==> config.mk <==
export PLATFORM = sky130hd
export DESIGN_NAME = alarm_unit
export DESIGN_NICKNAME = d
export VERILOG_FILES = /design/src/rtl/alarm_unit.sv
export SDC_FILE = /design/constraint.sdc
export NUM_CORES = 1
export LEC_CHECK = 0
export ABC_AREA = 1
export CAP_MARGIN = 25
export CORE_MARGIN = 2
export CORE_UTILIZATION = 49
export DETAILED_ROUTE_END_ITERATION = 10
export GPL_TIMING_DRIVEN = 0
export PLACE_DENSITY = 0.75
export SYNTH_ARGS = -nofsm -noshare
export SYNTH_HDL_FRONTEND = slang
export SYNTH_SLANG_ARGS = --single-unit
export TNS_END_PERCENT = 20
==> constraint.sdc <==
create_clock -name clk_in -period 1.3 [get_ports clk_in]
set_clock_uncertainty 0.2 [all_clocks]
set_input_delay 0.13 -clock clk_in [delete_from_list [all_inputs] [get_ports clk_in]]
set_output_delay 0.13 -clock clk_in [all_outputs]
set_load 0.01 [all_outputs]
==> src/rtl/alarm_unit.sv <==
// alarm_unit -- alarm stage sitting behind the BCD time counters.
//
// Holds a user-editable BCD alarm time (HH:MM) and edits it with debounced
// active-low buttons. Compares it against the running time and drives
// ringing/buzzer through an IDLE / RINGING (/ SNOOZE) state machine.
//
// Ports:
//   clk_in, reset             system clock, synchronous active-high reset
//   sec_tick                  1 Hz square wave, rising edges counted
//   cur_hour_high..min_low    running time, BCD
//   btn_hour_n/min_n/arm_n/snooze_n  raw active-low buttons
//   alarm_hour_high..min_low  alarm time, BCD (to segment mux)
//   alarm_armed, ringing, buzzer
//
// Build option: define ALARM_SNOOZE_EN to get the SNOOZE state. Without it a
// snooze press while ringing just stops the alarm and leaves it armed.

module alarm_unit #(
    parameter int DEBOUNCE_CYCLES = 50,
    parameter int RING_SECONDS    = 60,
    parameter int SNOOZE_SECONDS  = 300
) (
    input  logic       clk_in,
    input  logic       reset,
    input  logic       sec_tick,
    input  logic [1:0] cur_hour_high,
    input  logic [3:0] cur_hour_low,
    input  logic [3:0] cur_min_high,
    input  logic [3:0] cur_min_low,
    input  logic       btn_hour_n,
    input  logic       btn_min_n,
    input  logic       btn_arm_n,
    input  logic       btn_snooze_n,
    output logic [1:0] alarm_hour_high,
    output logic [3:0] alarm_hour_low,
    output logic [3:0] alarm_min_high,
    output logic [3:0] alarm_min_low,
    output logic       alarm_armed,
    output logic       ringing,
    output logic       buzzer
);

    localparam int DBW = $clog2(DEBOUNCE_CYCLES + 1);
    localparam int RW  = $clog2(RING_SECONDS + 1);
    localparam logic [DBW-1:0] DB_LAST   = DBW'(DEBOUNCE_CYCLES - 1);
    localparam logic [RW-1:0]  RING_LAST = RW'(RING_SECONDS - 1);

    localparam logic [1:0] ST_IDLE   = 2'd0;
    localparam logic [1:0] ST_RING   = 2'd1;
`ifdef ALARM_SNOOZE_EN
    localparam logic [1:0] ST_SNOOZE = 2'd2;
    localparam int SW = $clog2(SNOOZE_SECONDS + 1);
    localparam logic [SW-1:0] SNZ_LAST = SW'(SNOOZE_SECONDS - 1);
    logic [SW-1:0] snz_cnt_q, snz_cnt_d;
`endif

    // Button index: 0 hour, 1 min, 2 arm, 3 snooze
    logic [3:0]     btn_raw;
    logic [3:0]     sync1_q, sync1_d, sync2_q, sync2_d;
    logic [3:0]     db_lvl_q, db_lvl_d, press_q, press_d;
    logic [DBW-1:0] db_cnt_q [4];
    logic [DBW-1:0] db_cnt_d [4];

    logic       tick_r1_q, tick_r1_d, tick_r2_q, tick_r2_d, tick_pulse;
    logic [1:0] ah_hi_q, ah_hi_d;
    logic [3:0] ah_lo_q, ah_lo_d, am_hi_q, am_hi_d, am_lo_q, am_lo_d;
    logic       armed_q, armed_d;
    logic [1:0] state_q, state_d;
    logic [RW-1:0] ring_cnt_q, ring_cnt_d;
    logic       beep_q, beep_d;
    logic       match_q, match_d, match_prev_q, match_prev_d, trigger;
    logic       ringing_q, ringing_d, buzzer_q, buzzer_d;

    assign btn_raw = {btn_snooze_n, btn_arm_n, btn_min_n, btn_hour_n};

    // Synchroniser + debounce: level flips only after DEBOUNCE_CYCLES
    // consecutive samples that disagree with it; a flip to 0 is a press.
    always_comb begin
        sync1_d = btn_raw;
        sync2_d = sync1_q;
        for (int i = 0; i < 4; i++) begin
            db_lvl_d[i] = db_lvl_q[i];
            db_cnt_d[i] = '0;
            press_d[i]  = 1'b0;
            if (sync2_q[i] != db_lvl_q[i]) begin
                if (db_cnt_q[i] == DB_LAST) begin
                    db_lvl_d[i] = sync2_q[i];
                    press_d[i]  = ~sync2_q[i];
                end else begin
                    db_cnt_d[i] = db_cnt_q[i] + 1'b1;
                end
            end
        end
    end

    assign tick_r1_d  = sec_tick;
    assign tick_r2_d  = tick_r1_q;
    assign tick_pulse = tick_r1_q & ~tick_r2_q;

    // Edge on match (not level) so stopping inside the matching minute
    // does not immediately ring again.
    assign trigger = match_q & ~match_prev_q & armed_q;

    always_comb begin
        ah_hi_d      = ah_hi_q;
        ah_lo_d      = ah_lo_q;
        am_hi_d      = am_hi_q;
        am_lo_d      = am_lo_q;
        armed_d      = armed_q;
        state_d      = state_q;
        ring_cnt_d   = ring_cnt_q;
        beep_d       = beep_q;
`ifdef ALARM_SNOOZE_EN
        snz_cnt_d    = snz_cnt_q;
`endif
        match_d      = ({cur_hour_high, cur_hour_low, cur_min_high, cur_min_low} ==
                        {ah_hi_q, ah_lo_q, am_hi_q, am_lo_q});
        match_prev_d = match_q;

        case (state_q)
            ST_IDLE: begin
                if (press_q[0]) begin
                    if (ah_hi_q == 2'd2 && ah_lo_q == 4'd3) begin
                        ah_hi_d = 2'd0;
                        ah_lo_d = 4'd0;
                    end else if (ah_lo_q == 4'd9) begin
                        ah_hi_d = ah_hi_q + 2'd1;
                        ah_lo_d = 4'd0;
                    end else begin
                        ah_lo_d = ah_lo_q + 4'd1;
                    end
                end
                if (press_q[1]) begin
                    if (am_lo_q == 4'd9) begin
                        am_lo_d = 4'd0;
                        am_hi_d = (am_hi_q == 4'd5) ? 4'd0 : am_hi_q + 4'd1;
                    end else begin
                        am_lo_d = am_lo_q + 4'd1;
                    end
                end
                if (press_q[2]) begin
                    armed_d = ~armed_q;
                end else if (trigger) begin
                    state_d    = ST_RING;
                    ring_cnt_d = '0;
                    beep_d     = 1'b1;
                end
            end
            ST_RING: begin
                if (press_q[2]) begin
                    state_d = ST_IDLE;
                    armed_d = 1'b0;
                end else if (press_q[3]) begin
`ifdef ALARM_SNOOZE_EN
                    state_d   = ST_SNOOZE;
                    snz_cnt_d = '0;
`else
                    state_d   = ST_IDLE;
`endif
                end else if (tick_pulse) begin
                    if (ring_cnt_q == RING_LAST) begin
                        state_d = ST_IDLE;
                    end else begin
                        ring_cnt_d = ring_cnt_q + 1'b1;
                        beep_d     = ~beep_q;
                    end
                end
            end
`ifdef ALARM_SNOOZE_EN
            ST_SNOOZE: begin
                if (press_q[2]) begin
                    state_d = ST_IDLE;
                    armed_d = 1'b0;
                end else if (tick_pulse) begin
                    if (snz_cnt_q == SNZ_LAST) begin
                        state_d    = ST_RING;
                        ring_cnt_d = '0;
                        beep_d     = 1'b1;
                    end else begin
                        snz_cnt_d = snz_cnt_q + 1'b1;
                    end
                end
            end
`endif
            default: state_d = ST_IDLE;
        endcase

        ringing_d = (state_d == ST_RING);
        buzzer_d  = ringing_d & beep_d;
    end

    always_ff @(posedge clk_in) begin
        if (reset) begin
            sync1_q      <= 4'hF;
            sync2_q      <= 4'hF;
            db_lvl_q     <= 4'hF;
            press_q      <= '0;
            for (int i = 0; i < 4; i++) db_cnt_q[i] <= '0;
            tick_r1_q    <= 1'b0;
            tick_r2_q    <= 1'b0;
            ah_hi_q      <= '0;
            ah_lo_q      <= '0;
            am_hi_q      <= '0;
            am_lo_q      <= '0;
            armed_q      <= 1'b0;
            state_q      <= ST_IDLE;
            ring_cnt_q   <= '0;
            beep_q       <= 1'b0;
            match_q      <= 1'b0;
            match_prev_q <= 1'b0;
            ringing_q    <= 1'b0;
            buzzer_q     <= 1'b0;
`ifdef ALARM_SNOOZE_EN
            snz_cnt_q    <= '0;
`endif
        end else begin
            sync1_q      <= sync1_d;
            sync2_q      <= sync2_d;
            db_lvl_q     <= db_lvl_d;
            press_q      <= press_d;
            for (int i = 0; i < 4; i++) db_cnt_q[i] <= db_cnt_d[i];
            tick_r1_q    <= tick_r1_d;
            tick_r2_q    <= tick_r2_d;
            ah_hi_q      <= ah_hi_d;
            ah_lo_q      <= ah_lo_d;
            am_hi_q      <= am_hi_d;
            am_lo_q      <= am_lo_d;
            armed_q      <= armed_d;
            state_q      <= state_d;
            ring_cnt_q   <= ring_cnt_d;
            beep_q       <= beep_d;
            match_q      <= match_d;
            match_prev_q <= match_prev_d;
            ringing_q    <= ringing_d;
            buzzer_q     <= buzzer_d;
`ifdef ALARM_SNOOZE_EN
            snz_cnt_q    <= snz_cnt_d;
`endif
        end
    end

    assign alarm_hour_high = ah_hi_q;
    assign alarm_hour_low  = ah_lo_q;
    assign alarm_min_high  = am_hi_q;
    assign alarm_min_low   = am_lo_q;
    assign alarm_armed     = armed_q;
    assign ringing         = ringing_q;
    assign buzzer          = buzzer_q;

endmodule

==> out/results.tsv <==
stage	metric	value	unit
logic_synthesis	Yosys top cell by area	dfxtp_1	
worst_setup_path	worst r2r src	state_q[0]	
logic_synthesis	cells after synthesis	384	
power_and_ir_drop	pwr/cell area	953	nW/um2
worst_setup_path	Worst R2R Path Depth	6	
clock_tree	CTS clk-pin slew, worst paths	80	ps
run_status	run status	finished, violations left	
route	routed len/inst	13.2	um
worst_setup_path	Worst R2R End	alarm_min_high[1]	
worst_setup_path	CP startpoint kind	flop	
global_routing	vias in the first global route	2488	
layout	Layout area overhead	33.0	%
logic_synthesis	share of the synthesized area in the top cell type	45.7	%
die	core area	5990	um2
global_routing	initial antenna violation count	0	
timing	max-slew violation count	0	
logic_synthesis	mean post-synth cell area	7.98	um2
placement	placed instance area	3560	um2
timing	fin crit share	108	%
clock_tree	CTS tree	built	
worst_setup_path	CP max FO	6	
timing	Final Hold Fails	0	
logic_synthesis	asr flop ratio synth	0	%
power_and_ir_drop	LEAKAGE	1.55	nW
die	die width	83.1	um
timing	RSZ-0062 raised after global routing	yes	
layout	combined area of the multi-input logic cells	1710	um2
die	overall die height	83.1	um
worst_setup_path	R2R Setup Slk	-100	ps
logic_synthesis	Post-synth EDFFs	0	
die	# rows	28	
flow_run	Max-Cap Viols	0	
timing	Setup-failing EPs final	31	
worst_setup_path	Worst EP required	1330	ps
route	Via density	5.14	
die	die area	6900	um2
route	detailed-route via count	2691	
die	initial core utilization	51.1	%
timing	slack of the critical path	-99.6	ps
global_routing	first-pass GRT wire length	10.9	mm
logic_synthesis	Cell Area, Synth	3060	um2
min_path	hold crit path type	in2reg	
global_routing	pin count of the biggest net entering global routing	13	
route	Antenna Nets Post-Route	0	
timing	Setup TNS Final	-1570	ps
layout	layout filler cell count	477	
clock_tree	cts hold-fix bufs	0	
worst_setup_path	worst path arrival time	1430	ps
timing	Fmax	714	MHz
layout	ant diodes	0	
logic_synthesis	post-synthesis mux area share	0	%
layout	share of layout cells above drive strength 1	33.4	%
timing	min Tclk post-route	1400	ps
worst_setup_path	CP Class	reg2reg	
worst_setup_path	crit path capture type	flop	
logic_synthesis	Yosys cell types	42	
die	# IOs	38	
layout	Register Area	1480	um2
logic_synthesis	Adder-Cell Fraction of Synth Area	3.67	%
placement	DP HPWL	4.40	mm
logic_synthesis	synth warn	0	
power_and_ir_drop	worst vdd ir	0.000805	V
logic_synthesis	Seq cells post-synth	70	
logic_synthesis	main combinational cell family by area after synthesis	simple AND/OR/NAND/NOR gates	
route	DRT iter0 DRCs	119	
placement	port buffer count	37	
route	drt drc	0	
logic_synthesis	Synth Flop Type	dfxtp_1	
layout	Nets	474	
clock_tree	Root Driver	clkbuf_8	
clock_tree	Clock Path Buffers	2	
logic_synthesis	Synth Area in XOR/XNOR	4.29	%
logic_synthesis	Synth Net Count	414	
clock_tree	Worst-Skew Late Latency	350	ps
layout	commonest non-fill, non-tap cells in the layout	50 x nand2_1, 48 x nor2_1, 38 x dfxtp_1, 33 x inv_1, 25 x nand3_1	
logic_synthesis	synth top area cells	dfxtp_1 46%, nand2_1 6.7%, nor2_1 6.2%, inv_1 5.1%, nand3_1 5.1%	
power_and_ir_drop	Power, Total	3.88	mW
global_routing	GRT Util Overall	19.3	%
clock_tree	Num CTS Buffers	9	
layout	commonest non-fill, non-tap cell in the layout	nand2_1	
route	drt first pass iters	4	
logic_synthesis	simple-gate area share of the yosys netlist	31.1	%
placement	gpl congestion	0.796	
min_path	Hold Path Depth	3	
logic_synthesis	post-synthesis compound-gate area fraction	9.19	%
worst_setup_path	crit path to	alarm_min_high[1]	
worst_setup_path	worst setup path startpoint	state_q[0]	
logic_synthesis	post-synthesis sequential area ratio	45.7	%
global_routing	GRT overflow	0	
clock_tree	htree depth	3	
route	wirelength, routed	6.91	mm
run_status	violated checks	negative setup slack	
layout	post-layout instance area	4070	um2
clock_tree	Sink Count	70	
-- cell usage after synthesis (all sizes together), types with 2 or more instances --
| master | instances |
|---|---|
| a21oi | 20 |
| inv | 44 |
| dfxtp | 70 |
| nand3 | 32 |
| nor4 | 5 |
| nor2 | 55 |
| nand4 | 12 |
| xnor2 | 3 |
| nand2 | 60 |
| a31oi | 3 |
| nor3 | 7 |
| nor3b | 6 |
| clkbuf | 2 |
| or2 | 15 |
| ha | 9 |
| o21ai | 15 |
| o2111ai | 2 |
| xor2 | 12 |
| buf | 2 |
-- worst min path at each step --
stage	startpoint	end	slack, ps
2_1_floorplan	btn_hour_n	sync1_q[0]	30
3_3_place_gp	sync1_q[3]	sync2_q[3]	190
3_5_place_dp	sync1_q[1]	sync2_q[1]	190
4_1_cts	sec_tick	tick_r1_q	100
5_1_grt	sec_tick	tick_r1_q	110
6_report	sec_tick	tick_r1_q	110
-- cell families after synthesis --
kind of cell	count (synthesis)
buf+inv	48
xor+xnor	15
fa+ha+maj	9
other cells	1
compound gates	48
simple gates	193
flops	70
-- timing repair --
| item | CTS | global route |
|---|---|---|
| endpoints found under the setup margin | 64 | 67 |
| pin swaps | 5 | 15 |
| gates cloned | 0 | 0 |
| gates resized for setup | 87 | 71 |
| buffers inserted | 6 | 6 |
-- metal layers --
layer | vias to the layer above | GRT usage, % | wire [um]
li1 | 1392 | - | -
met1 | 1239 | 23.4 | 3010
met2 | 50 | 32.4 | 3570
met3 | 10 | 6.16 | 226
met4 | 0 | 6.41 | 99
met5 | - | 0 | 0
-- critical path, cell delays in order (launching register included) --
cell     delay [ps]
dfxtp_2         340
nor2_4          200
nand2_4         100
nor2_4          160
inv_2            70
o21ai_2         130
o21ai_0          80
-- sequential cells by signal, indices dropped and copies added, names as in the netlist, 2 cells and up --
| signal | count |
|---|---|
| press_q | 4 |
| alarm_min_low | 4 |
| alarm_hour_low | 4 |
| alarm_hour_high | 2 |
| db_lvl_q | 4 |
| sync2_q | 4 |
| db_cnt_q | 24 |
| sync1_q | 4 |
| alarm_min_high | 4 |
| state_q | 2 |
| ring_cnt_q | 6 |
-- cell type report --
class                      count  area share (%)
multi-input combinational    266            42.1
buffer                         4           0.491
clock inverter                 6           0.891
clock buffer                  10            3.38
tap                           75            2.30
sequential                    70            36.4
timing repair buffer          49            10.3
inverter                      44            4.18
-- power breakdown --
group          switching, mW  leakage [nW]  internal, mW
combinational         0.0806         0.869        0.0943
clock                  0.827        0.0884         0.734
sequential            0.0157         0.588          2.13
total                  0.924          1.55          2.96
-- stage by stage --
stage	worst slack, ps	std cells	hold WS (ps)	util, %
global placement	-493	496	191	59.5
finish	-99.6	524	110	68.0
detailed placement	-500	496	192	59.5
floorplan	-13.7	384	33.8	-
global route	-188	524	105	68.0
CTS	-107	518	101	64.7
No activity file was read; power rests on OpenSTA's default activity.
